`config.mk`:
```
export PLATFORM = sky130hd
export DESIGN_NAME = intc_regfile_flat
export DESIGN_NICKNAME = d
export VERILOG_FILES = /design/src/rtl/intc_regfile_if.sv /design/src/rtl/intc_regfile.sv /design/src/flat_wrapper.sv
export SDC_FILE = /design/constraint.sdc
export NUM_CORES = 1
export LEC_CHECK = 0
export ABC_AREA = 1
export ABC_CLOCK_PERIOD_IN_PS = 5600
export BUFFER_PORTS_ARGS = -buffer_cell sky130_fd_sc_hd__buf_2
export CAP_MARGIN = 20
export CORE_ASPECT_RATIO = 1.1
export CORE_MARGIN = 2
export CORE_UTILIZATION = 57
export DETAILED_ROUTE_END_ITERATION = 6
export HOLD_SLACK_MARGIN = 0.08
export PLACE_DENSITY = 0.81
export SLEW_MARGIN = 30
export SYNTH_ARGS = -nofsm -noshare
export SYNTH_HDL_FRONTEND = slang
export SYNTH_SLANG_ARGS = --single-unit
```
`constraint.sdc`:
```
create_clock -name clk -period 5.6 [get_ports clk]
set_input_delay 0.84 -clock clk [delete_from_list [all_inputs] [get_ports clk]]
set_output_delay 0.84 -clock clk [all_outputs]
set_load 0.03 [all_outputs]
```
`src/rtl/intc_regfile_if.sv`:
```
// Bus and interrupt signal bundle between a core-side master and the intc_regfile slave.
interface intc_regfile_if #(
    parameter int unsigned NUM_IRQ    = 4,
    parameter int unsigned DATA_WIDTH = 32
);
    logic [NUM_IRQ-1:0]    irq_in;
    logic                  wr_en;
    logic [31:0]           wr_addr;
    logic [DATA_WIDTH-1:0] wr_data;
    logic                  wr_error;
    logic                  rd_en;
    logic [31:0]           rd_addr;
    logic [DATA_WIDTH-1:0] rd_data;
    logic                  rd_valid;
    logic                  rd_error;
    logic                  irq_out;
    logic [3:0]            irq_id;
    logic [DATA_WIDTH-1:0] irq_vector;
    logic                  irq_ack;

    modport master (
        output irq_in, wr_en, wr_addr, wr_data, rd_en, rd_addr, irq_ack,
        input  wr_error, rd_data, rd_valid, rd_error, irq_out, irq_id, irq_vector
    );

    modport slave (
        input  irq_in, wr_en, wr_addr, wr_data, rd_en, rd_addr, irq_ack,
        output wr_error, rd_data, rd_valid, rd_error, irq_out, irq_id, irq_vector
    );
endinterface

```
`src/rtl/intc_regfile.sv`:
```
// Interrupt-controller register bank: ISR vectors, enable mask, edge-captured pending bits,
// and a fixed-priority (lowest index wins) grant/acknowledge FSM toward the core.
module intc_regfile #(
    parameter int unsigned NUM_IRQ    = 4,
    parameter int unsigned DATA_WIDTH = 32,
    parameter logic [31:0] BASE_ADDR  = 32'h0002_0000
) (
    input logic           clk,
    input logic           rst,
    intc_regfile_if.slave bus
);
    localparam int unsigned OffEnable  = NUM_IRQ;
    localparam int unsigned OffPending = NUM_IRQ + 1;
    localparam int unsigned OffActive  = NUM_IRQ + 2;

    typedef enum logic [0:0] {StIdle, StGrant} state_e;

    state_e                state;
    logic [DATA_WIDTH-1:0] vec_q [NUM_IRQ];
    logic [NUM_IRQ-1:0]    enable_q, pending_q, irq_prev_q;
    logic                  irq_out_q, rd_valid_q, rd_error_q, wr_error_q;
    logic [3:0]            irq_id_q;
    logic [DATA_WIDTH-1:0] irq_vector_q, rd_data_q;

    // Address decode: word index relative to the window base.
    logic [31:0] wr_rel, rd_rel;
    logic        wr_ok, rd_ok;
    assign wr_rel = bus.wr_addr - BASE_ADDR;
    assign rd_rel = bus.rd_addr - BASE_ADDR;
    assign rd_ok  = (bus.rd_addr >= BASE_ADDR) && (rd_rel[1:0] == 2'b00)
                    && (rd_rel[31:2] <= 30'(OffActive));
    assign wr_ok  = (bus.wr_addr >= BASE_ADDR) && (wr_rel[1:0] == 2'b00)
                    && (wr_rel[31:2] < 30'(OffActive));

    logic [NUM_IRQ-1:0] wr_vec_sel, enable_d, pending_d, clr, edges, id_onehot, req;
    logic               grant_live;
    assign edges = bus.irq_in & ~irq_prev_q;
    assign req   = pending_q & enable_q;

    always_comb begin
        enable_d   = enable_q;
        clr        = '0;
        wr_vec_sel = '0;
        id_onehot  = '0;
        for (int k = 0; k < int'(NUM_IRQ); k++) begin
            id_onehot[k] = (irq_id_q == 4'(k));
        end
        if (bus.wr_en && wr_ok) begin
            for (int k = 0; k < int'(NUM_IRQ); k++) begin
                wr_vec_sel[k] = (wr_rel[31:2] == 30'(k));
            end
            if (wr_rel[31:2] == 30'(OffEnable)) enable_d = bus.wr_data[NUM_IRQ-1:0];
            if (wr_rel[31:2] == 30'(OffPending)) clr = bus.wr_data[NUM_IRQ-1:0];
        end
        if (state == StGrant && bus.irq_ack) clr = clr | id_onehot;
        // A fresh edge beats any clear of the same bit.
        pending_d  = (pending_q & ~clr) | edges;
        grant_live = |(enable_d & pending_d & id_onehot);
    end

    logic [3:0]            arb_id;
    logic [DATA_WIDTH-1:0] arb_vec;
    always_comb begin
        arb_id  = '0;
        arb_vec = '0;
        for (int k = int'(NUM_IRQ) - 1; k >= 0; k--) begin
            if (req[k]) begin
                arb_id  = 4'(k);
                arb_vec = vec_q[k];
            end
        end
    end

    logic [DATA_WIDTH-1:0] rd_val;
    always_comb begin
        rd_val = '0;
        for (int k = 0; k < int'(NUM_IRQ); k++) begin
            if (rd_rel[31:2] == 30'(k)) rd_val = vec_q[k];
        end
        if (rd_rel[31:2] == 30'(OffEnable)) rd_val = DATA_WIDTH'(enable_q);
        if (rd_rel[31:2] == 30'(OffPending)) rd_val = DATA_WIDTH'(pending_q);
        if (rd_rel[31:2] == 30'(OffActive)) begin
            rd_val[31]  = irq_out_q;
            rd_val[3:0] = irq_id_q;
        end
    end

    always_ff @(posedge clk) begin
        if (rst) begin
            for (int k = 0; k < int'(NUM_IRQ); k++) vec_q[k] <= '0;
            enable_q     <= '0;
            pending_q    <= '0;
            irq_prev_q   <= bus.irq_in;
            state        <= StIdle;
            irq_out_q    <= 1'b0;
            irq_id_q     <= '0;
            irq_vector_q <= '0;
            rd_data_q    <= '0;
            rd_valid_q   <= 1'b0;
            rd_error_q   <= 1'b0;
            wr_error_q   <= 1'b0;
        end else begin
            for (int k = 0; k < int'(NUM_IRQ); k++) begin
                if (wr_vec_sel[k]) vec_q[k] <= bus.wr_data;
            end
            enable_q   <= enable_d;
            pending_q  <= pending_d;
            irq_prev_q <= bus.irq_in;
            rd_valid_q <= bus.rd_en;
            rd_error_q <= bus.rd_en && !rd_ok;
            rd_data_q  <= (bus.rd_en && rd_ok) ? rd_val : '0;
            wr_error_q <= bus.wr_en && !wr_ok;
            case (state)
                StIdle: begin
                    if (|req) begin
                        state        <= StGrant;
                        irq_out_q    <= 1'b1;
                        irq_id_q     <= arb_id;
                        irq_vector_q <= arb_vec;
                    end
                end
                StGrant: begin
                    // Ack completes the grant; a bus write removing enable/pending withdraws it.
                    if (bus.irq_ack || !grant_live) begin
                        state     <= StIdle;
                        irq_out_q <= 1'b0;
                    end
                end
                default: begin
                    state     <= StIdle;
                    irq_out_q <= 1'b0;
                end
            endcase
        end
    end

    assign bus.rd_data    = rd_data_q;
    assign bus.rd_valid   = rd_valid_q;
    assign bus.rd_error   = rd_error_q;
    assign bus.wr_error   = wr_error_q;
    assign bus.irq_out    = irq_out_q;
    assign bus.irq_id     = irq_id_q;
    assign bus.irq_vector = irq_vector_q;
endmodule

```
`src/flat_wrapper.sv`:
```
// flat-port wrapper written by rule: the top's interface ports become plain ports
module intc_regfile_flat 
#(
    parameter int unsigned NUM_IRQ    = 4,
    parameter int unsigned DATA_WIDTH = 32,
    parameter logic [31:0] BASE_ADDR  = 32'h0002_0000
)
  (clk, rst, bus_irq_in, bus_wr_en, bus_wr_addr, bus_wr_data, bus_rd_en, bus_rd_addr, bus_irq_ack, bus_wr_error, bus_rd_data, bus_rd_valid, bus_rd_error, bus_irq_out, bus_irq_id, bus_irq_vector);
  intc_regfile_if #(.NUM_IRQ(NUM_IRQ), .DATA_WIDTH(DATA_WIDTH)) bus_i ();
  input logic clk;
  input logic rst;
  input wire logic [$bits(bus_i.irq_in)-1:0] bus_irq_in;
  input wire logic [$bits(bus_i.wr_en)-1:0] bus_wr_en;
  input wire logic [$bits(bus_i.wr_addr)-1:0] bus_wr_addr;
  input wire logic [$bits(bus_i.wr_data)-1:0] bus_wr_data;
  input wire logic [$bits(bus_i.rd_en)-1:0] bus_rd_en;
  input wire logic [$bits(bus_i.rd_addr)-1:0] bus_rd_addr;
  input wire logic [$bits(bus_i.irq_ack)-1:0] bus_irq_ack;
  output wire logic [$bits(bus_i.wr_error)-1:0] bus_wr_error;
  output wire logic [$bits(bus_i.rd_data)-1:0] bus_rd_data;
  output wire logic [$bits(bus_i.rd_valid)-1:0] bus_rd_valid;
  output wire logic [$bits(bus_i.rd_error)-1:0] bus_rd_error;
  output wire logic [$bits(bus_i.irq_out)-1:0] bus_irq_out;
  output wire logic [$bits(bus_i.irq_id)-1:0] bus_irq_id;
  output wire logic [$bits(bus_i.irq_vector)-1:0] bus_irq_vector;
  assign bus_i.irq_in = bus_irq_in;
  assign bus_i.wr_en = bus_wr_en;
  assign bus_i.wr_addr = bus_wr_addr;
  assign bus_i.wr_data = bus_wr_data;
  assign bus_i.rd_en = bus_rd_en;
  assign bus_i.rd_addr = bus_rd_addr;
  assign bus_i.irq_ack = bus_irq_ack;
  assign bus_wr_error = bus_i.wr_error;
  assign bus_rd_data = bus_i.rd_data;
  assign bus_rd_valid = bus_i.rd_valid;
  assign bus_rd_error = bus_i.rd_error;
  assign bus_irq_out = bus_i.irq_out;
  assign bus_irq_id = bus_i.irq_id;
  assign bus_irq_vector = bus_i.irq_vector;
  intc_regfile #(.NUM_IRQ(NUM_IRQ), .DATA_WIDTH(DATA_WIDTH), .BASE_ADDR(BASE_ADDR)) u_core (.clk(clk), .rst(rst), .bus(bus_i));
endmodule
```
# Yosys cells after proc, flatten, opt, wreduce, memory -nomap -nowiden
# Memory sizes are Yosys's and may differ from the RTL's.
# Cells that the tools add are included.
classes:
  order_cmp: 4
  muxes: 46
  eq_ne: 16
  add_sub_neg: 2
  n_bitwise: 15
  n_reduce_logical: 24
op_table:
  columns: ["cell", "count"]
  rows:
  - ["$mux 32", 14]
  - ["$eq 30x3->1 const B", 5]
  - ["$eq 30x2->1 const B", 4]
  - ["$ge 32x18->1 const B", 2]
  - ["$sub 32x18->32 const B", 2]
  - ["$eq 30x1->1 const B", 2]
  - ["$logic_not 30->1", 2]
  - ["$le 30x3->1 const B", 1]
  - ["$lt 30x3->1 const B", 1]
  - ["$mux 4", 7]
  - ["$and 4x4->4", 5]
  - ["$mux 1", 19]
  - ["$reduce_or 4->1", 3]
  - ["$logic_and 1x1->1", 9]
  - ["$eq 4x2->1 const B", 2]
  - ["$mux 2", 4]
  - ["$not 4->4", 2]
  - ["$or 4x4->4", 2]
  - ["$eq 4x1->1 const B", 1]
  - ["$logic_not 2->1", 2]
  - ["$logic_not 4->1", 1]
  - ["$or 1x1->1", 4]
  - ["$pmux 1 s2", 2]
  - ["$reduce_and 2->1", 2]
  - ["other kinds (6)", 9]
word_totals:
  out_inout_bits: 72
  input_bits: 105
  word_cells: 120
  n_memories: 1
  mem_bits_rw: 128
  reg_bits: 85
mem_list:
  columns: ["memory", "depth", "word_bits", "rd", "rd_clocked_by_memory_dff", "write_ports", "line", "text"]
  rows:
  - ["u_core.vec_q", 4, 32, 4, 0, 4, "intc_regfile.sv:19", "logic [DATA_WIDTH-1:0] vec_q [NUM_IRQ];"]

# Longest topological paths before layout
logic_depth:
  word_depth: 18
  ltp_mapped: 21
  ltp_nobuf: 20

# Least setup slack after synthesis
# No wires, ideal clock.
synth_path:
  path_kind: "input to register"
  startpoint: "in bus_wr_addr[17]"
  endpoint: "mem u_core.vec_q[0][0] (enable)"
  arrival_ns: 4.523
  cell_stages: 13
  n_path_buf: 1
  setup_time_ns: 0.470
  slack_ns: 0.607
  t_required_ns: 5.130
  cell_sequence: "inv_1 -> ha_1 -> nand3_1 -> nor2_1 -> nand3_1 -> nand2_1 -> nand2_1 -> nor2_1 -> nand3_1 -> nor2_2 -> buf_4 -> nand2_1 -> o31ai_1"
synth_rtl:
  columns: ["element", "line", "text"]
  rows:
  - ["from (decl)", "flat_wrapper.sv:14", "input wire logic [$bits(bus_i.wr_addr)-1:0] bus_wr_addr;"]
  - ["to (decl)", "intc_regfile.sv:19", null]

==> out/metrics.csv <==
stage,metric,value,unit
worst_setup_path,CP Max Fanout,19,
clock_tree,CTS buffer count,22,
timing,clk_skew,25.1,ps
worst_setup_path,Crit. End Element,flop,
flow_run,max_cap viols,0,
clock_tree,Post-CTS Hold Buffers,0,
global_routing,gr busiest metal,met2,
placement,worst slack at placement,1480,ps
logic_synthesis,Syn Std Cell Area,0.0104,sq mm
drt,drt pass-1 iters,6,
drt,final WL,28500,um
global_routing,pin count of the biggest net entering global routing,68,
outcome,outcome,completed,
timing,unrepaired setup endpoints after global routing,no,
drt,Via Count,9453,
logic_synthesis,Post-synth EDFFs,128,
min_path,Hold Path Class,in2reg,
global_routing,GRT Total Usage,29.0,%
placement,hpwl dp,17600,um
timing,"Slew Viols, Final",0,
logic_synthesis,syn avg cell area,8.34,sq um
floorplanning,die width,133,um
clock_tree,Root Driver,clkbuf_16,
worst_setup_path,FF-to-FF path depth,8,
floorplanning,Starting Density,58.4,%
global_routing,met2 Resource Use GR,52.2,%
drt,Detailed Route Iter0 Violations,1023,
logic_synthesis,Main synth FF type,edfxtp_1,
timing,Final Hold Fails,0,
floorplanning,die area,0.0193,sq mm
power,Peak VDD IR,229,uV
worst_setup_path,critical path type,in2reg,
placement,gpl congestion,0.855,
clock_tree,TritonCTS clock tree,built,
global_routing,vias in the first global route,9336,
finish,design area,0.0120,sq mm
drt,drt via density,5.75,
finish,Antenna Cells,0,
worst_setup_path,"Arr. time, crit path",3780,ps
clock_tree,Resized cells post-CTS,0,
timing,Worst Max-Slew Pin Slew,945,ps
power,leakage,5.28,nW
logic_synthesis,Gate Count Post-Synth,1247,
floorplanning,core area,0.0178,sq mm
timing,setup ws final,1990,ps
timing,fmax,277,MHz
min_path,Hold Crit Start,bus_irq_in[0],
logic_synthesis,Synth async-reset ratio,0,%
timing,Setup-failing EPs final,0,
worst_setup_path,R2R Path Start,u_core.enable_q[1],
placement,dpl cell area,0.0113,sq mm
logic_synthesis,Synth Warn #,0,
drt,drt wl/cell,17.3,um
logic_synthesis,Unique masters post-synth,49,
global_routing,GRT met1 Usage,34.6,%
drt,drt drc,0,
worst_setup_path,WP data required,5780,ps
timing,Setup Total Neg Slack,0,ps
timing,Final min period,3610,ps
clock_tree,Worst-path clk slew,60,ps
logic_synthesis,sequential fraction of the synthesis area,53.0,%
global_routing,total congestion overflow,0,
timing,worst rel slew slack,36.9,%
floorplanning,die height,146,um
finish,P&R area growth vs syn,15.6,%
finish,share of layout cells above drive strength 1,19.3,%
placement,PortBufs,174,
worst_setup_path,startpoint types,primary input,
global_routing,first-pass GRT wire length,45200,um
worst_setup_path,Critical Path Source,bus_wr_addr[17],
clock_tree,H-tree depth,1,
drt,remaining antenna violation count,0,
logic_synthesis,#FFs+latches synth,211,
power,Tot Pwr,3.25,mW
floorplanning,I/O Pins,177,
min_path,Hold Path Depth,1,
clock_tree,clk buf depth,3,
global_routing,initial antenna violation count,0,
finish,Final nets,1498,
floorplanning,FP Rows,51,
clock_tree,clock latency on the worst-skew pair,520,ps
clock_tree,clock tree sinks,211,
power,PwrDens,270,mW/mm^2
timing,period utilization,64.4,%
global_routing,met3 Track Usage GR,3.87,%
clock_tree,Post CTS Setup Buffer Count,0,
-- sequential cells by signal, indices dropped and copies added, names as in the netlist --
signal                 flops
u_core.bus.irq_out         1
u_core.bus.irq_vector     32
u_core.bus.rd_error        1
u_core.bus.rd_valid        1
u_core.irq_prev_q          4
u_core.bus.irq_id          2
u_core.bus.rd_data        32
u_core.vec_q             128
u_core.enable_q            4
u_core.pending_q           4
u_core.bus.wr_error        1
u_core.state               1
-- through the flow --
step           hold WS (ps)  std cells  util (%)
4_1_cts                 443       1645      67.5
2_1_floorplan           473       1248         -
5_1_grt                 442       1645      67.5
3_5_place_dp            504       1605      63.7
3_3_place_gp            496       1605      63.7
6_report                450       1645      67.5
-- layer usage --
layer / part of all wire (%) / wire [um]
met1: 37 / 10500
met2: 50 / 14400
met3: 9.0 / 2560
met4: 3.6 / 1030
met5: 0 / 0
-- cells by family after synthesis --
| kind of cell | count (synthesis) | share of synthesized area [%] |
|---|---|---|
| DFF | 211 | 53.0 |
| adders and majority gates | 2 | 0.241 |
| AOI/OAI and AO/OA | 207 | 12.5 |
| other | 1 | 0.0361 |
| buffers and inverters | 186 | 7.81 |
| xor gates and xnor gates | 2 | 0.169 |
| and+or+nand+nor | 638 | 26.3 |
-- cell type report --
cell class | instances | area, sq um
Clock buffer | 34 | 636
Clock inverter | 6 | 43.8
Fill cell | 1456 | 5780
Inverter | 116 | 435
Multi-Input combinational cell | 851 | 4120
Sequential cell | 211 | 5510
Tap cell | 238 | 298
Timing Repair Buffer | 189 | 983
-- cells in the mapped netlist, drive strengths merged (2+ instances only) --
library cell	count	area share, %
nand3	109	5.5
o21ai	60	2.9
inv	116	4.2
nor3	10	0.75
edfxtp	128	37
a31oi	28	1.7
a211o	2	0.17
a221oi	4	0.34
o31ai	2	0.14
o22ai	9	0.54
nor2	235	9.0
a311o	2	0.19
buf	32	2.3
or2	6	0.36
nand2	262	9.6
nand4	13	0.84
o2111ai	2	0.17
o211ai	47	3.4
a21oi	46	2.5
ha	2	0.24
o21a	2	0.14
clkbuf	38	1.4
dfxtp	83	16
-- cell usage in the layout (no fill, tap or decap), drive strengths merged, types with 10 or more instances in the layout --
cell type    n
dfxtp       83
clkbuf      34
inv        116
edfxtp     128
o211ai      47
nand3      109
a31oi       28
o21ai       60
nor3        10
nand4       13
nand2      262
buf        189
nor2       235
a21oi       46
-- power breakdown --
part	total, mW	internal (mW)	switching (mW)	leakage [nW]
Clock	1.37	0.784	0.591	0.334
Sequential	1.73	1.70	0.0293	1.89
Combinational	0.151	0.0490	0.102	3.06
Total	3.25	2.53	0.722	5.28
-- worst max-delay path, stage by stage --
cell     delay (ps)
buf_2           110
inv_1           100
ha_1            210
nand3_1         160
nor2_1          170
nand3_1          80
nand2_1          70
nand2_1          50
nor2_1          160
nand3_1         120
nor2_2          370
nand2_1         230
o31ai_4         690
buf_4           420
-- final timing paths --
| kind | endpoint | slack [ps] |
|---|---|---|
| hold / removal | u_core.irq_prev_q[0] | 450 |
| hold reg to reg | u_core.bus.rd_data[31] | 510 |
| setup reg to reg | u_core.bus.irq_vector[31] | 3170 |
| setup / recovery | u_core.vec_q[0][13] | 1990 |
No activity file was read; power rests on OpenSTA's default activity.
